## config.mk

```make
export PLATFORM = sky130hd
export DESIGN_NAME = id_stage_stall_controller
export DESIGN_NICKNAME = d
export VERILOG_FILES = /design/src/rtl/id_stage_stall_controller.sv
export SDC_FILE = /design/constraint.sdc
export NUM_CORES = 1
export LEC_CHECK = 0
export ABC_AREA = 1
export BUFFER_PORTS_ARGS = -buffer_cell sky130_fd_sc_hd__buf_4
export CORE_ASPECT_RATIO = 0.6
export CORE_MARGIN = 5
export CORE_UTILIZATION = 35
export DETAILED_ROUTE_END_ITERATION = 6
export PLACE_DENSITY = 0.75
export SLEW_MARGIN = 15
export SYNTH_ARGS = -nofsm -noshare
export SYNTH_HDL_FRONTEND = slang
export SYNTH_SLANG_ARGS = --single-unit
```

## constraint.sdc

```tcl
create_clock -name Clock -period 3.65 [get_ports Clock]
set_input_delay 0.365 -clock Clock [delete_from_list [all_inputs] [get_ports Clock]]
set_output_delay 0.365 -clock Clock [all_outputs]
set_load 0.02 [all_outputs]
```

## src/rtl/id_stage_stall_controller.sv

```systemverilog
// Decode-stage freeze/bubble/flush sequencer with RUN/STALL/HALT states.
// Optional saturating stall/flush performance counters are built when STALL_PERF_EN is defined.
module id_stage_stall_controller #(
  parameter int MAX_STALL = 2,
  parameter int CNT_W     = 2
) (
  input  logic        Clock,
  input  logic        Reset,
  input  logic        Stall_Req,
  input  logic [1:0]  Stall_Len,
  input  logic        Branch_Taken,
  input  logic        Halt_Req,
  output logic        PC_Write,
  output logic        IF_ID_Write,
  output logic        IF_ID_Flush,
  output logic        ID_EX_Bubble,
  output logic        Busy,
  output logic [31:0] Stall_Count,
  output logic [31:0] Flush_Count
);

  typedef enum logic [1:0] {
    ST_RUN   = 2'd0,
    ST_STALL = 2'd1,
    ST_HALT  = 2'd2
  } state_t;

  localparam logic [CNT_W-1:0] MAX_N = CNT_W'(MAX_STALL);
  localparam logic [CNT_W-1:0] ONE_N = CNT_W'(1);

  state_t           state_q, state_d;
  logic [CNT_W-1:0] cnt_q, cnt_d;
  logic [CNT_W-1:0] n_eff;

  // Effective stall length: zero means one cycle, oversize requests clamp to MAX_STALL.
  always_comb begin
    if (Stall_Len == 2'd0) begin
      n_eff = ONE_N;
    end else if ({30'd0, Stall_Len} > 32'(MAX_STALL)) begin
      n_eff = MAX_N;
    end else begin
      n_eff = CNT_W'(Stall_Len);
    end
  end

  always_ff @(posedge Clock) begin
    if (Reset) begin
      state_q <= ST_RUN;
      cnt_q   <= '0;
    end else begin
      state_q <= state_d;
      cnt_q   <= cnt_d;
    end
  end

  always_comb begin
    state_d      = state_q;
    cnt_d        = cnt_q;
    PC_Write     = 1'b1;
    IF_ID_Write  = 1'b1;
    IF_ID_Flush  = 1'b0;
    ID_EX_Bubble = 1'b0;
    Busy         = 1'b0;

    if (Reset) begin
      PC_Write     = 1'b0;
      IF_ID_Write  = 1'b0;
      IF_ID_Flush  = 1'b1;
      ID_EX_Bubble = 1'b1;
      state_d      = ST_RUN;
      cnt_d        = '0;
    end else begin
      case (state_q)
        ST_RUN: begin
          if (Halt_Req) begin
            // The halt instruction itself still moves into EX.
            PC_Write    = 1'b0;
            IF_ID_Write = 1'b0;
            state_d     = ST_HALT;
          end else if (Stall_Req) begin
            PC_Write     = 1'b0;
            IF_ID_Write  = 1'b0;
            ID_EX_Bubble = 1'b1;
            if (n_eff != ONE_N) begin
              cnt_d   = n_eff - ONE_N;
              state_d = ST_STALL;
            end
          end else if (Branch_Taken) begin
            IF_ID_Flush = 1'b1;
          end
        end
        ST_STALL: begin
          PC_Write     = 1'b0;
          IF_ID_Write  = 1'b0;
          ID_EX_Bubble = 1'b1;
          Busy         = 1'b1;
          cnt_d        = cnt_q - ONE_N;
          if (cnt_q <= ONE_N) begin
            state_d = ST_RUN;
            cnt_d   = '0;
          end
        end
        ST_HALT: begin
          PC_Write     = 1'b0;
          IF_ID_Write  = 1'b0;
          IF_ID_Flush  = 1'b1;
          ID_EX_Bubble = 1'b1;
        end
        default: begin
          state_d = ST_RUN;
          cnt_d   = '0;
        end
      endcase
    end
  end

`ifdef STALL_PERF_EN
  logic [31:0] stall_cnt_q, flush_cnt_q;
  logic        stall_inc, flush_inc;

  assign stall_inc = !Reset && !PC_Write && (state_q != ST_HALT);
  assign flush_inc = !Reset && IF_ID_Flush && (state_q == ST_RUN);

  always_ff @(posedge Clock) begin
    if (Reset) begin
      stall_cnt_q <= '0;
      flush_cnt_q <= '0;
    end else begin
      if (stall_inc && (stall_cnt_q != 32'hFFFF_FFFF)) stall_cnt_q <= stall_cnt_q + 32'd1;
      if (flush_inc && (flush_cnt_q != 32'hFFFF_FFFF)) flush_cnt_q <= flush_cnt_q + 32'd1;
    end
  end

  assign Stall_Count = stall_cnt_q;
  assign Flush_Count = flush_cnt_q;
`else
  assign Stall_Count = 32'd0;
  assign Flush_Count = 32'd0;
`endif

endmodule

```

==> results.toml, run 1 <==
[sta]
fmax_ghz = 0.515
slew_violations = 0
tns_ps = 0
finalHoldViolations = 0
setup_viol = 0
rsz0062_at_grt = "no"
skew_ps = 0.929
fin_crit_sh_pct = 53.2
worst_slack_ps = 1710
fin_crit_ps = 1940

[finish]
n_antenna_cell = 0
final_util_pct = 31.3
synthToLayoutAreaGrowth_pct = -12.2
nNetsFinal = 152
drive_above_1_share_pct = 11.6
fillCellCount = 292

[clock_network]
clk_pin_slew_ps = 30
clk_latency_ps = 210
htree_levels = 1
cts_setup_buffers = 0
cts-root-buf = "clkbuf_8"
postCtsHoldBufs = 0
clock_sinks = 4
cts_tree = "built"
cts_resized = 0
numCtsBuffers = 3
clockBufferDepth = 2

[synth]
ys_seq_area_share_pct = 9.21
synth_fa_ha_area_share_pct = 7.19
yosys_warnings = 0
muxShareOfSynthArea_pct = 0
synth_area_per_cell_um2 = 6.79
synth_top_family_by_area = "buffers and inverters"
synth_cell_type_count = 15
synth-compound-area-share_pct = 5.61
synth-xor-area-share_pct = 0
synth-seq-cells = 4
synthCells = 128
netlist_area_um2 = 870
synthSimpleGateAreaFrac_pct = 15.0

[place]
dp_hpwl_um = 1140
globalplace.congestion = 0.812
post-place-ws_ps = 1930
io_buffers = 10

[floorplan]
initial_core_util_pct = 35.7
io_pins = 76
core-area_um2 = 2430
dieArea_um2 = 3610
dieWidth_um = 74.4
rows = 14
chipHeight_um = 48.6

[setup_path]
cp.depth = 9
cp_data_arrival_time_ps = 1580
reg2reg_depth = 8
r2r-end = "state_q[0]"
cp_top_family = "buffers and inverters"
crit_path_start_kind = "flip-flop"
cp.required_ps = 3280
worstSetupEndpointType = "output port"
reg2reg_slack_ps = 2310
path_buf_inv = 4
slowest_delay_ps = 350
setup.worst_path.class = "reg -> out"
worstReg2RegStart = "state_q[0]"
cpMostUsedCell = "inv_1"
crit_fanout = 9
path_cells = "inv_1 -> ha_1 -> inv_2 -> nor2_4 -> inv_1 -> nor2_1 -> o21ai_1 -> nand2_1 -> buf_4"
cp_slowest_cell = "ha_1"

[flow_run]
maxCapViolCount = 0

[outcome]
status = "completed"

[pwr]
clkPwrFrac_pct = 30.7
pwr-share-comb_pct = 50.4
swShare_pct = 47.1
power_frac_seq_pct = 18.9
p_int_mw = 0.155
finalPower_mw = 0.293
p_per_area_nw_per_um2 = 384
power_leakage_nw = 0.478
ir_worst_vdd_uv = 82.4
p_switching_mw = 0.138

[detailed_routing]
wl_per_cell_um = 7.46
totalWireLength_um = 1270
drcViolationCount = 0
drtIter0Drc = 40
ant_nets = 0
drt_first_pass_iters = 4
vias = 524
vias_per_cell = 3.08

[min_path]
hold_class = "in -> reg"
hold_path.startpoint = "Reset"
worstHoldPathCells = 2
holdPathEnd = "state_q[1]"

[grt]
grt_pass1_vias = 401
grt_max_degree = 10
grt_pass1_wl_um = 1840
grt_usage_pct = 6.52
antenna_found_initial = 0
gr-total-overflow = 0
## power groups by stage
| stage | combinational (mW) | clock [mW] | sequential (mW) |
|---|---|---|---|
| after global placement | 0.145 | 0 | 0.0556 |
| after floorplan | 0.179 | 0 | 0.0548 |
| final | 0.147 | 0.0899 | 0.0554 |
| after global routing | 0.164 | 0.0963 | 0.0566 |
| after CTS | 0.146 | 0.0931 | 0.0554 |
| after detailed placement | 0.146 | 0 | 0.0560 |
## kinds of logic after synthesis
kind of cell,count (synthesis)
compound gates,9
other cells,1
flops,4
buf+inv,78
fa+ha+maj,5
simple gates,31
## layout make-up
| type | instances | area [um2] | share of cell area [%] |
|---|---|---|---|
| multi-input combinational | 109 | 482 | 63.1 |
| inverter | 12 | 45.0 | 5.90 |
| sequential | 4 | 80.1 | 10.5 |
| tap | 32 | 40.0 | 5.25 |
| timing repair buffer | 10 | 75.1 | 9.84 |
| clock buffer | 3 | 41.3 | 5.41 |
## placed cells by master, fill, tap and decap left out
cell,n
a21oi_1,6
a21oi_2,1
buf_4,10
clkbuf_8,3
conb_1,64
dfxtp_1,4
ha_1,5
inv_1,11
inv_2,1
nand2_1,22
nand3_1,5
nor2_1,3
nor2_4,1
o21ai_0,1
o21ai_1,1
## synth_stat cells (all sizes together)
library cell  count  area, um2
buf              66        499
nand2            22       82.6
inv              12       45.0
a21oi             7       38.8
ha                5       62.6
nand3             5       25.0
dfxtp             4       80.1
nor2              4       22.5
o21ai             2       10.0
conb              1       3.75
## metal layers
layer  GRT usage [%]  part of all wire, %  vias up
met5               0                    0        -
met4            1.78                    0        0
met3            3.72                   14        0
met2            9.85                   49       30
met1            7.87                   37      215
li1                -                    -      279
## how the worst max path moves through the flow
stage,from,endpoint,slack (ps)
after floorplan,state_q[0],PC_Write,1820
after global placement,state_q[0],ID_EX_Bubble,1950
after detailed placement,state_q[0],ID_EX_Bubble,1930
after CTS,state_q[0],ID_EX_Bubble,1690
after global routing,state_q[1],ID_EX_Bubble,1580
final,state_q[0],ID_EX_Bubble,1710
## flip-flops by register name, summed over array words and instances, names as in the netlist
signal and cells:
cnt_q 2, state_q 2
## metrics by stage
| stage | cells | cell area, um2 | hold WS [ps] |
|---|---|---|---|
| floorplan | 191 | 1110 | 427 |
| global placement | 167 | 722 | 471 |
| detailed placement | 167 | 722 | 475 |
| CTS | 170 | 763 | 355 |
| global route | 170 | 763 | 360 |
| finish | 170 | 763 | 356 |
No activity file was read; power rests on OpenSTA's default activity.
==> run 2: changes to the inputs <==
Clock period 3.65 ns to 1.85 ns, I/O delays scaled along.
==> run 2 against run 1 <==
Effect of this change: via count increased by 1.5%; routed wire length grew 8.4%; power grew 100%; die area did not move; critical path type unchanged; critical endpoint unchanged; largest cell class unchanged; highest routed layer unchanged.
==> results.toml, run 2 (synthesis results as in run 1) <==
[outcome]
status = "completed"

[detailed_routing]
wl_per_cell_um = 8.04
ant_nets = 0
drcViolationCount = 0
drtIter0Drc = 27
vias = 532
drt_first_pass_iters = 5
totalWireLength_um = 1380
vias_per_cell = 3.11

[pwr]
power_leakage_nw = 0.482
power_frac_seq_pct = 18.6
swShare_pct = 47.0
pwr-share-comb_pct = 51.2
ir_worst_vdd_uv = 166
clkPwrFrac_pct = 30.2
p_switching_mw = 0.277
p_per_area_nw_per_um2 = 763
p_int_mw = 0.311

[grt]
grt_max_degree = 9
antenna_found_initial = 0
grt_pass1_vias = 454
grt_pass1_wl_um = 2030
grt_usage_pct = 7.24
gr-total-overflow = 0

[sta]
rsz0062_at_grt = "no"
fin_crit_ps = 1630
tns_ps = 0
setup_viol = 0
skew_ps = 1.29
fmax_ghz = 0.614
slew_violations = 0
finalHoldViolations = 0
fin_crit_sh_pct = 88.0

[clock_network]
htree_levels = 1
postCtsHoldBufs = 0
cts-root-buf = "clkbuf_8"
clk_latency_ps = 210
cts_setup_buffers = 0
numCtsBuffers = 3
clock_sinks = 4
cts_tree = "built"
clockBufferDepth = 2
clk_pin_slew_ps = 30
cts_resized = 0

[floorplan]
initial_core_util_pct = 35.7
dieArea_um2 = 3610
chipHeight_um = 48.6
core-area_um2 = 2430
rows = 14
io_pins = 76
dieWidth_um = 74.4

[place]
globalplace.congestion = 0.813
io_buffers = 10
dp_hpwl_um = 1220

[setup_path]
worstSetupEndpointType = "output port"
cp.required_ps = 1660
setup.worst_path.class = "reg -> out"
cp_data_arrival_time_ps = 1440
crit_fanout = 4
crit_path_start_kind = "flip-flop"

[finish]
n_antenna_cell = 0
final_util_pct = 31.7
most-common-layout-cells = "conb_1, nand2_1, inv_1, buf_4, a21oi_1"
largestRegisters = "cnt_q (2), state_q (2)"
seq_area_um2 = 80.1
drive_above_1_share_pct = 12.2
synthToLayoutAreaGrowth_pct = -11.4
nNetsFinal = 153
multi_input_area_um2 = 482
final_common_cell = "conb_1"
fillCellCount = 285

[min_path]
hold_class = "in -> reg"

[flow_run]
maxCapViolCount = 0
run 2: cell type report:
cell class                 count  area share [%]
multi-input combinational    109            62.5
timing repair buffer          11            10.7
sequential                     4            10.4
inverter                      12            5.84
clock buffer                   3            5.36
tap                           32            5.19
run 2: critical path: stages (launching register included):
cell	delay, ps
dfxtp_1	370
inv_1	90
ha_1	210
inv_2	70
nor2_4	40
inv_1	60
nor2_1	50
o21ai_1	120
nand2_1	70
buf_4	150
run 2: power by group through the flow:
stage,clock network (mW),logic (mW),registers [mW]
6_report,0.177,0.301,0.110
5_1_grt,0.193,0.335,0.112
4_1_cts,0.185,0.297,0.109
3_5_place_dp,0,0.297,0.110
3_3_place_gp,0,0.292,0.110
2_1_floorplan,0,0.353,0.108
run 2: worst paths after layout:
kind / from / endpoint / slack, ps / depth (start not counted)
setup / recovery: state_q[1] / ID_EX_Bubble / 220 / 9
hold reg to reg: cnt_q[0] / cnt_q[0] / 470 / 2
setup reg to reg: state_q[1] / cnt_q[1] / 530 / 7
hold / removal: Reset / state_q[1] / 180 / 2
run 2: through the flow:
stage	total power, mW	std cells	hold WS, ps	setup slack, ps	area (um2)
2_1_floorplan	0.461	191	247	204	1110
3_3_place_gp	0.402	168	396	496	729
3_5_place_dp	0.407	168	401	443	729
4_1_cts	0.592	171	176	202	771
5_1_grt	0.640	171	178	86.8	771
6_report	0.588	171	179	221	771
run 2: routing by layer:
| layer | share of wire, % | vias up | wire length (um) | track usage (%) |
|---|---|---|---|---|
| met5 | 0 | - | 0 | 0 |
| met4 | 0 | 0 | 0 | 2.66 |
| met3 | 14 | 0 | 192 | 3.72 |
| met2 | 50 | 30 | 693 | 12.2 |
| met1 | 35 | 222 | 488 | 7.64 |
| li1 | - | 280 | - | - |
